$ cat src/rtl/mult_pkg.sv
// Shared definitions for the shift-and-add multiplier and its restoring-divider partner.
// Provides the FSM state encoding and the default operand/product/counter widths.
package mult_pkg;

    localparam int DEFAULT_WIDTH = 16;
    localparam int PROD_W        = 2 * DEFAULT_WIDTH;
    localparam int CNT_W         = $clog2(DEFAULT_WIDTH);

    typedef enum logic [1:0] {
        IDLE = 2'd0,
        RUN  = 2'd1,
        DONE = 2'd2
    } state_e;

endpackage

$ cat src/rtl/shift_add_multiplier_if.sv
// Start/busy/done handshake and operand/result bus of the shift-and-add multiplier.
// The requester drives through the master modport; the multiplier uses the slave modport.
interface shift_add_multiplier_if #(
    parameter int WIDTH = mult_pkg::DEFAULT_WIDTH
);

    logic                 start;
    logic [WIDTH-1:0]     A;
    logic [WIDTH-1:0]     B;
    logic                 busy;
    logic                 done;
    logic [2*WIDTH-1:0]   Res;
    logic                 Zero;

    modport master (
        output start, A, B,
        input  busy, done, Res, Zero
    );

    modport slave (
        input  start, A, B,
        output busy, done, Res, Zero
    );

endinterface

$ cat src/rtl/shift_add_multiplier.sv
// Sequential unsigned shift-and-add multiplier retiring one multiplier bit per clock.
// Define MULT_EARLY_EXIT_EN to stop as soon as the remaining multiplier bits are all zero.
module shift_add_multiplier
    import mult_pkg::*;
#(
    parameter int WIDTH = DEFAULT_WIDTH
) (
    input  logic                   clk,
    input  logic                   rst,
    shift_add_multiplier_if.slave  bus
);

    localparam int PW = 2 * WIDTH;
    localparam int CW = $clog2(WIDTH);

    state_e          state_q, state_d;
    logic [PW-1:0]   mcand_q, mcand_d;
    logic [WIDTH-1:0] mplr_q, mplr_d;
    logic [PW-1:0]   acc_q, acc_d;
    logic [CW-1:0]   cnt_q, cnt_d;
    logic [PW-1:0]   res_q, res_d;
    logic            zero_q, zero_d;
    logic            last_iter;

    // NOTE: every variable gets a default first so no path through the case leaves one unassigned (no latches).
    always_comb begin
        state_d   = state_q;
        mcand_d   = mcand_q;
        mplr_d    = mplr_q;
        acc_d     = acc_q;
        cnt_d     = cnt_q;
        res_d     = res_q;
        zero_d    = zero_q;
        last_iter = 1'b0;

        case (state_q)
            IDLE, DONE: begin
                if (bus.start) begin
                    state_d = RUN;
                    mcand_d = {{WIDTH{1'b0}}, bus.A};
                    mplr_d  = bus.B;
                    acc_d   = '0;
                    cnt_d   = '0;
                end else begin
                    state_d = IDLE;
                end
            end
            RUN: begin
                acc_d     = mplr_q[0] ? acc_q + mcand_q : acc_q;
                mcand_d   = mcand_q << 1;
                mplr_d    = mplr_q >> 1;
                cnt_d     = cnt_q + 1'b1;
                last_iter = (cnt_q == CW'(WIDTH - 1));
`ifdef MULT_EARLY_EXIT_EN
                // Once the shifted multiplier is empty, no further partial products can be added.
                last_iter = last_iter || (mplr_d == '0);
`endif
                if (last_iter) begin
                    res_d   = acc_d;
                    zero_d  = (acc_d == '0);
                    state_d = DONE;
                end
            end
            default: state_d = IDLE;
        endcase
    end

    // NOTE: state registers use non-blocking assignments so all flops update together on the edge.
    always_ff @(posedge clk or posedge rst) begin
        if (rst) begin
            state_q <= IDLE;
            mcand_q <= '0;
            mplr_q  <= '0;
            acc_q   <= '0;
            cnt_q   <= '0;
            res_q   <= '0;
            zero_q  <= 1'b0;
        end else begin
            state_q <= state_d;
            mcand_q <= mcand_d;
            mplr_q  <= mplr_d;
            acc_q   <= acc_d;
            cnt_q   <= cnt_d;
            res_q   <= res_d;
            zero_q  <= zero_d;
        end
    end

    assign bus.busy = (state_q == RUN);
    assign bus.done = (state_q == DONE);
    assign bus.Res  = res_q;
    assign bus.Zero = zero_q;

endmodule
$ cat src/flat_wrapper.sv
// flat-port wrapper written by rule: the top's interface ports become plain ports
module shift_add_multiplier_flat import mult_pkg::*;
#(
    parameter int WIDTH = DEFAULT_WIDTH
)
  (clk, rst, bus_start, bus_A, bus_B, bus_busy, bus_done, bus_Res, bus_Zero);
  shift_add_multiplier_if #(.WIDTH(WIDTH)) bus_i ();
  input  logic clk;
  input  logic rst;
  input wire logic [$bits(bus_i.start)-1:0] bus_start;
  input wire logic [$bits(bus_i.A)-1:0] bus_A;
  input wire logic [$bits(bus_i.B)-1:0] bus_B;
  output wire logic [$bits(bus_i.busy)-1:0] bus_busy;
  output wire logic [$bits(bus_i.done)-1:0] bus_done;
  output wire logic [$bits(bus_i.Res)-1:0] bus_Res;
  output wire logic [$bits(bus_i.Zero)-1:0] bus_Zero;
  assign bus_i.start = bus_start;
  assign bus_i.A = bus_A;
  assign bus_i.B = bus_B;
  assign bus_busy = bus_i.busy;
  assign bus_done = bus_i.done;
  assign bus_Res = bus_i.Res;
  assign bus_Zero = bus_i.Zero;
  shift_add_multiplier #(.WIDTH(WIDTH)) u_core (.clk(clk), .rst(rst), .bus(bus_i));
endmodule
$ cat config.mk
export PLATFORM = sky130hd
export DESIGN_NAME = shift_add_multiplier_flat
export DESIGN_NICKNAME = d
export VERILOG_FILES = /design/src/rtl/mult_pkg.sv /design/src/rtl/shift_add_multiplier_if.sv /design/src/rtl/shift_add_multiplier.sv /design/src/flat_wrapper.sv
export SDC_FILE = /design/constraint.sdc
export NUM_CORES = 1
export LEC_CHECK = 0
export CORE_MARGIN = 1.5
export CORE_UTILIZATION = 50
export CTS_CLUSTER_DIAMETER = 100
export DETAILED_ROUTE_END_ITERATION = 7
export DONT_BUFFER_PORTS = 1
export GPL_ROUTABILITY_DRIVEN = 0
export PLACE_DENSITY = 0.74
export SLEW_MARGIN = 20
export SYNTH_ARGS = -nofsm -noshare
export SYNTH_HDL_FRONTEND = slang
export SYNTH_SLANG_ARGS = --single-unit
$ cat constraint.sdc
create_clock -name clk -period 3.8 [get_ports clk]
set_input_delay 0.76 -clock clk [delete_from_list [all_inputs] [get_ports clk]]
set_output_delay 0.76 -clock clk [all_outputs]
set_load 0.05 [all_outputs]
==> impl_metrics.sql <==
INSERT INTO impl_metrics (metric_group, metric, value, unit) VALUES
('detailed_routing', 'dr_total_vias', '6127', ''),
('setup_path', 'cp-startpoint', 'u_core.acc_q[0]$_DFFE_PP0P_', ''),
('setup_path', 'max_fo_critical_path', '5', ''),
('sta', 'setup_viol_count_final', '0', ''),
('logic_synthesis', 'unique_masters_post_synth', '78', ''),
('logic_synthesis', 'syn-cell-area', '7140', 'sq um'),
('logic_synthesis', 'synth_area_leaders', 'sky130_fd_sc_hd__dfrtp_1 (42%), sky130_fd_sc_hd__nand2_1 (8.8%), sky130_fd_sc_hd__ha_1 (5.6%)', ''),
('detailed_routing', 'drt_iter0_drc', '660', ''),
('logic_synthesis', 'synth_seq_area_share', '0.417', ''),
('setup_path', 'crit_path_top_delay_cell', 'sky130_fd_sc_hd__o21ai_0', ''),
('clocking', 'number_of_instances_resized_during_post_cts_repair', '0', ''),
('clocking', 'worst_skew_pair.late_latency', '430', 'ps'),
('setup_path', 'cp_cell_sequence', 'ha_1 -> fa_1 -> a211oi_1 -> o211a_4 -> o21bai_4 -> a31oi_1 -> nor4_1 -> o21ai_0 -> nand4_1 -> or4_1 -> o21ai_1', ''),
('setup_path', 'crit_required', '4160', 'ps'),
('global_route', 'grt_first_pass_wirelength', '30900', 'um'),
('sta', 'crit_path_time_final', '3620', 'ps'),
('final_layout', 'syn2layout_area_growth', '10.3', '%'),
('global_route', 'gr-total-overflow', '0', ''),
('detailed_routing', 'first_pass_iters', '6', ''),
('setup_path', 'crit_path_start_kind', 'flop', ''),
('sta', 'grt_setup_unrepaired', 'false', ''),
('sta', 'timing_max_transition_violations_final', '0', ''),
('clocking', 'cts_buffers', '17', ''),
('setup_path', 'max_stage_delay', '490', 'ps'),
('global_route', 'first_global_vias', '6032', ''),
('sta', 'fmax', '276', 'MHz'),
('clocking', 'cts_htree_levels', '4', ''),
('logic_synthesis', 'synth_seq_cells', '119', ''),
('logic_synthesis', 'netlist.area_leader.share', '0.417', ''),
('global_route', 'initial_antenna_violation_count', '0', ''),
('clocking', 'cts_tree', 'done', ''),
('final_layout', 'drive_gt1_frac', '0.110', ''),
('clocking', 'clock_tree_sinks', '119', ''),
('floorplanning', 'chipHeight', '122', 'um'),
('logic_synthesis', 'synthesis.nets', '854', ''),
('clocking', 'cts_hold_buf', '0', ''),
('setup_path', 'worst-endpoint-arrival', '3980', 'ps'),
('floorplanning', 'io_pins', '70', ''),
('placed_design', 'port-buffer-count', '0', ''),
('logic_synthesis', 'synth_top_flop_cell', 'sky130_fd_sc_hd__dfrtp_1', ''),
('logic_synthesis', 'synth_top_cell_by_area', 'sky130_fd_sc_hd__dfrtp_1', ''),
('logic_synthesis', 'synth_instances', '786', ''),
('outcome', 'outcome', 'completed', ''),
('floorplanning', 'die-area', '15000', 'sq um'),
('clocking', 'clkTransAtPathRegs', '60', 'ps'),
('detailed_routing', 'route.antenna.remaining_nets', '0', ''),
('global_route', 'grt_use_total', '0.264', ''),
('clocking', 'clock-root-buffer', 'sky130_fd_sc_hd__clkbuf_16', ''),
('global_route', 'grt_start_max_net_pins', '63', ''),
('sta', 'hold_viol_final', '0', ''),
('run', 'drv.max_cap_violation_count', '0', ''),
('logic_synthesis', 'yosysMostFrequentCell', 'sky130_fd_sc_hd__nand2_1', ''),
('placed_design', 'hpwl', '12900', 'um'),
('floorplanning', 'die_width', '122', 'um'),
('clocking', 'cts_setup_buffers', '0', ''),
('logic_synthesis', 'synth-edff-count', '0', ''),
('floorplanning', 'std_cell_rows', '43', ''),
('sta', 'tns', '0', 'ps'),
('setup_path', 'crit-reg2reg-launch', 'u_core.acc_q[0]$_DFFE_PP0P_', ''),
('detailed_routing', 'post-route-drc-count', '0', ''),
('final_layout', 'nets', '834', ''),
('clocking', 'maximum_buffer_depth_of_the_clock_tree', '2', ''),
('floorplanning', 'coreArea', '13900', 'sq um'),
('detailed_routing', 'viasPerCell', '6.39', ''),
('detailed_routing', 'totalWireLength', '18400', 'um'),
('logic_synthesis', 'synthesis_warnings', '0', ''),
('setup_path', 'timing.critical_path.buf_inv', '0', ''),
('sta', 'max_slew.worst_pin.slew', '949', 'ps'),
('floorplanning', 'start_util', '0.514', ''),
('logic_synthesis', 'ys_async_sr_fraction', '1.00', ''),
('min_path', 'worstHoldPathType', 'in -> async', '');
==> worst reg2reg max path, cell delays in order (launching register included) <==
cell	delay [ps]
sky130_fd_sc_hd__dfrtp_1	410
sky130_fd_sc_hd__ha_1	300
sky130_fd_sc_hd__fa_1	450
sky130_fd_sc_hd__a211oi_1	370
sky130_fd_sc_hd__o211a_4	270
sky130_fd_sc_hd__o21bai_4	100
sky130_fd_sc_hd__a31oi_1	320
sky130_fd_sc_hd__nor4_1	100
sky130_fd_sc_hd__o21ai_0	490
sky130_fd_sc_hd__nand4_1	170
sky130_fd_sc_hd__or4_1	440
sky130_fd_sc_hd__o21ai_1	130
==> path summary, 6_finish.rpt <==
path	cells after the start	end	slack [ps]
setup reg to reg	11	u_core.bus.Zero$_DFFE_PP0P_	180
max in group asynchronous	2	u_core.mplr_q[0]$_DFFE_PP0P_	2540
hold / removal	1	u_core.mcand_q[7]$_DFFE_PP0P_	350
setup / recovery	11	u_core.bus.Zero$_DFFE_PP0P_	180
hold reg to reg	2	u_core.mplr_q[6]$_DFFE_PP0P_	480
min in group clk	2	u_core.mplr_q[6]$_DFFE_PP0P_	450
==> cell families after synthesis <==
kind of cell,share of synthesized area
simple gates,0.178
flops,0.417
buf+inv,0.0373
compound gates,0.264
mux,0.0245
xor+xnor,0.0196
fa+ha+maj,0.0589
==> routing by layer <==
layer / track usage / share of wire / vias up / wire length (um)
met2: 0.425 / 0.48 / 246 / 8850
li1: - / - / 2839 / -
met4: 0.116 / 0.032 / 0 / 595
met5: 0 / 0 / - / 0
met1: 0.337 / 0.42 / 2991 / 7770
met3: 0.0664 / 0.066 / 51 / 1220
==> through the flow <==
| stage | std cells | cell area, sq um | utilization | worst slack (ps) | hold WS [ps] |
|---|---|---|---|---|---|
| final | 959 | 7870 | 0.567 | 177 | 345 |
| after global routing | 959 | 7870 | 0.567 | 78.9 | 422 |
| after floorplan | 786 | 7140 | - | 672 | 446 |
| after detailed placement | 927 | 7270 | 0.523 | 336 | 469 |
| after CTS | 959 | 7870 | 0.567 | 302 | 363 |
| after global placement | 927 | 7270 | 0.523 | 364 | 464 |
==> flip-flops by register name (all words and copies together) (netlist names) <==
| register | cells |
|---|---|
| u_core.mcand_q | 32 |
| u_core.mplr_q | 16 |
| u_core.state_q | 2 |
| u_core.bus.Zero | 1 |
| u_core.cnt_q | 4 |
| u_core.acc_q | 32 |
| u_core.bus.Res | 32 |
==> area by class of cell <==
class	instances	area (sq um)
sequential	119	2980
fill	1206	6010
inverter	14	56.3
timing repair buffer	10	100
tap	180	225
multi-input combinational	604	3910
clock inverter	14	175
clock buffer	18	429
==> layout by cell type (no fill, tap or decap), types with 10 or more instances in the layout <==
cell type                   instances
sky130_fd_sc_hd__inv_1             12
sky130_fd_sc_hd__o21ai_0           74
sky130_fd_sc_hd__nor3_1            15
sky130_fd_sc_hd__xnor2_1           11
sky130_fd_sc_hd__a21o_1            10
sky130_fd_sc_hd__clkbuf_16         17
sky130_fd_sc_hd__mux2i_1           10
sky130_fd_sc_hd__ha_1              32
sky130_fd_sc_hd__nand4_1           17
sky130_fd_sc_hd__o211ai_1          11
sky130_fd_sc_hd__a22oi_1           33
sky130_fd_sc_hd__a22o_1            24
sky130_fd_sc_hd__dfrtp_1          118
sky130_fd_sc_hd__nand2_1          167
sky130_fd_sc_hd__nor2_1            29
sky130_fd_sc_hd__a21oi_1           33
Power is not shown: default switching activity piles up to over one toggle a cycle in this logic, so the estimate is an artifact.
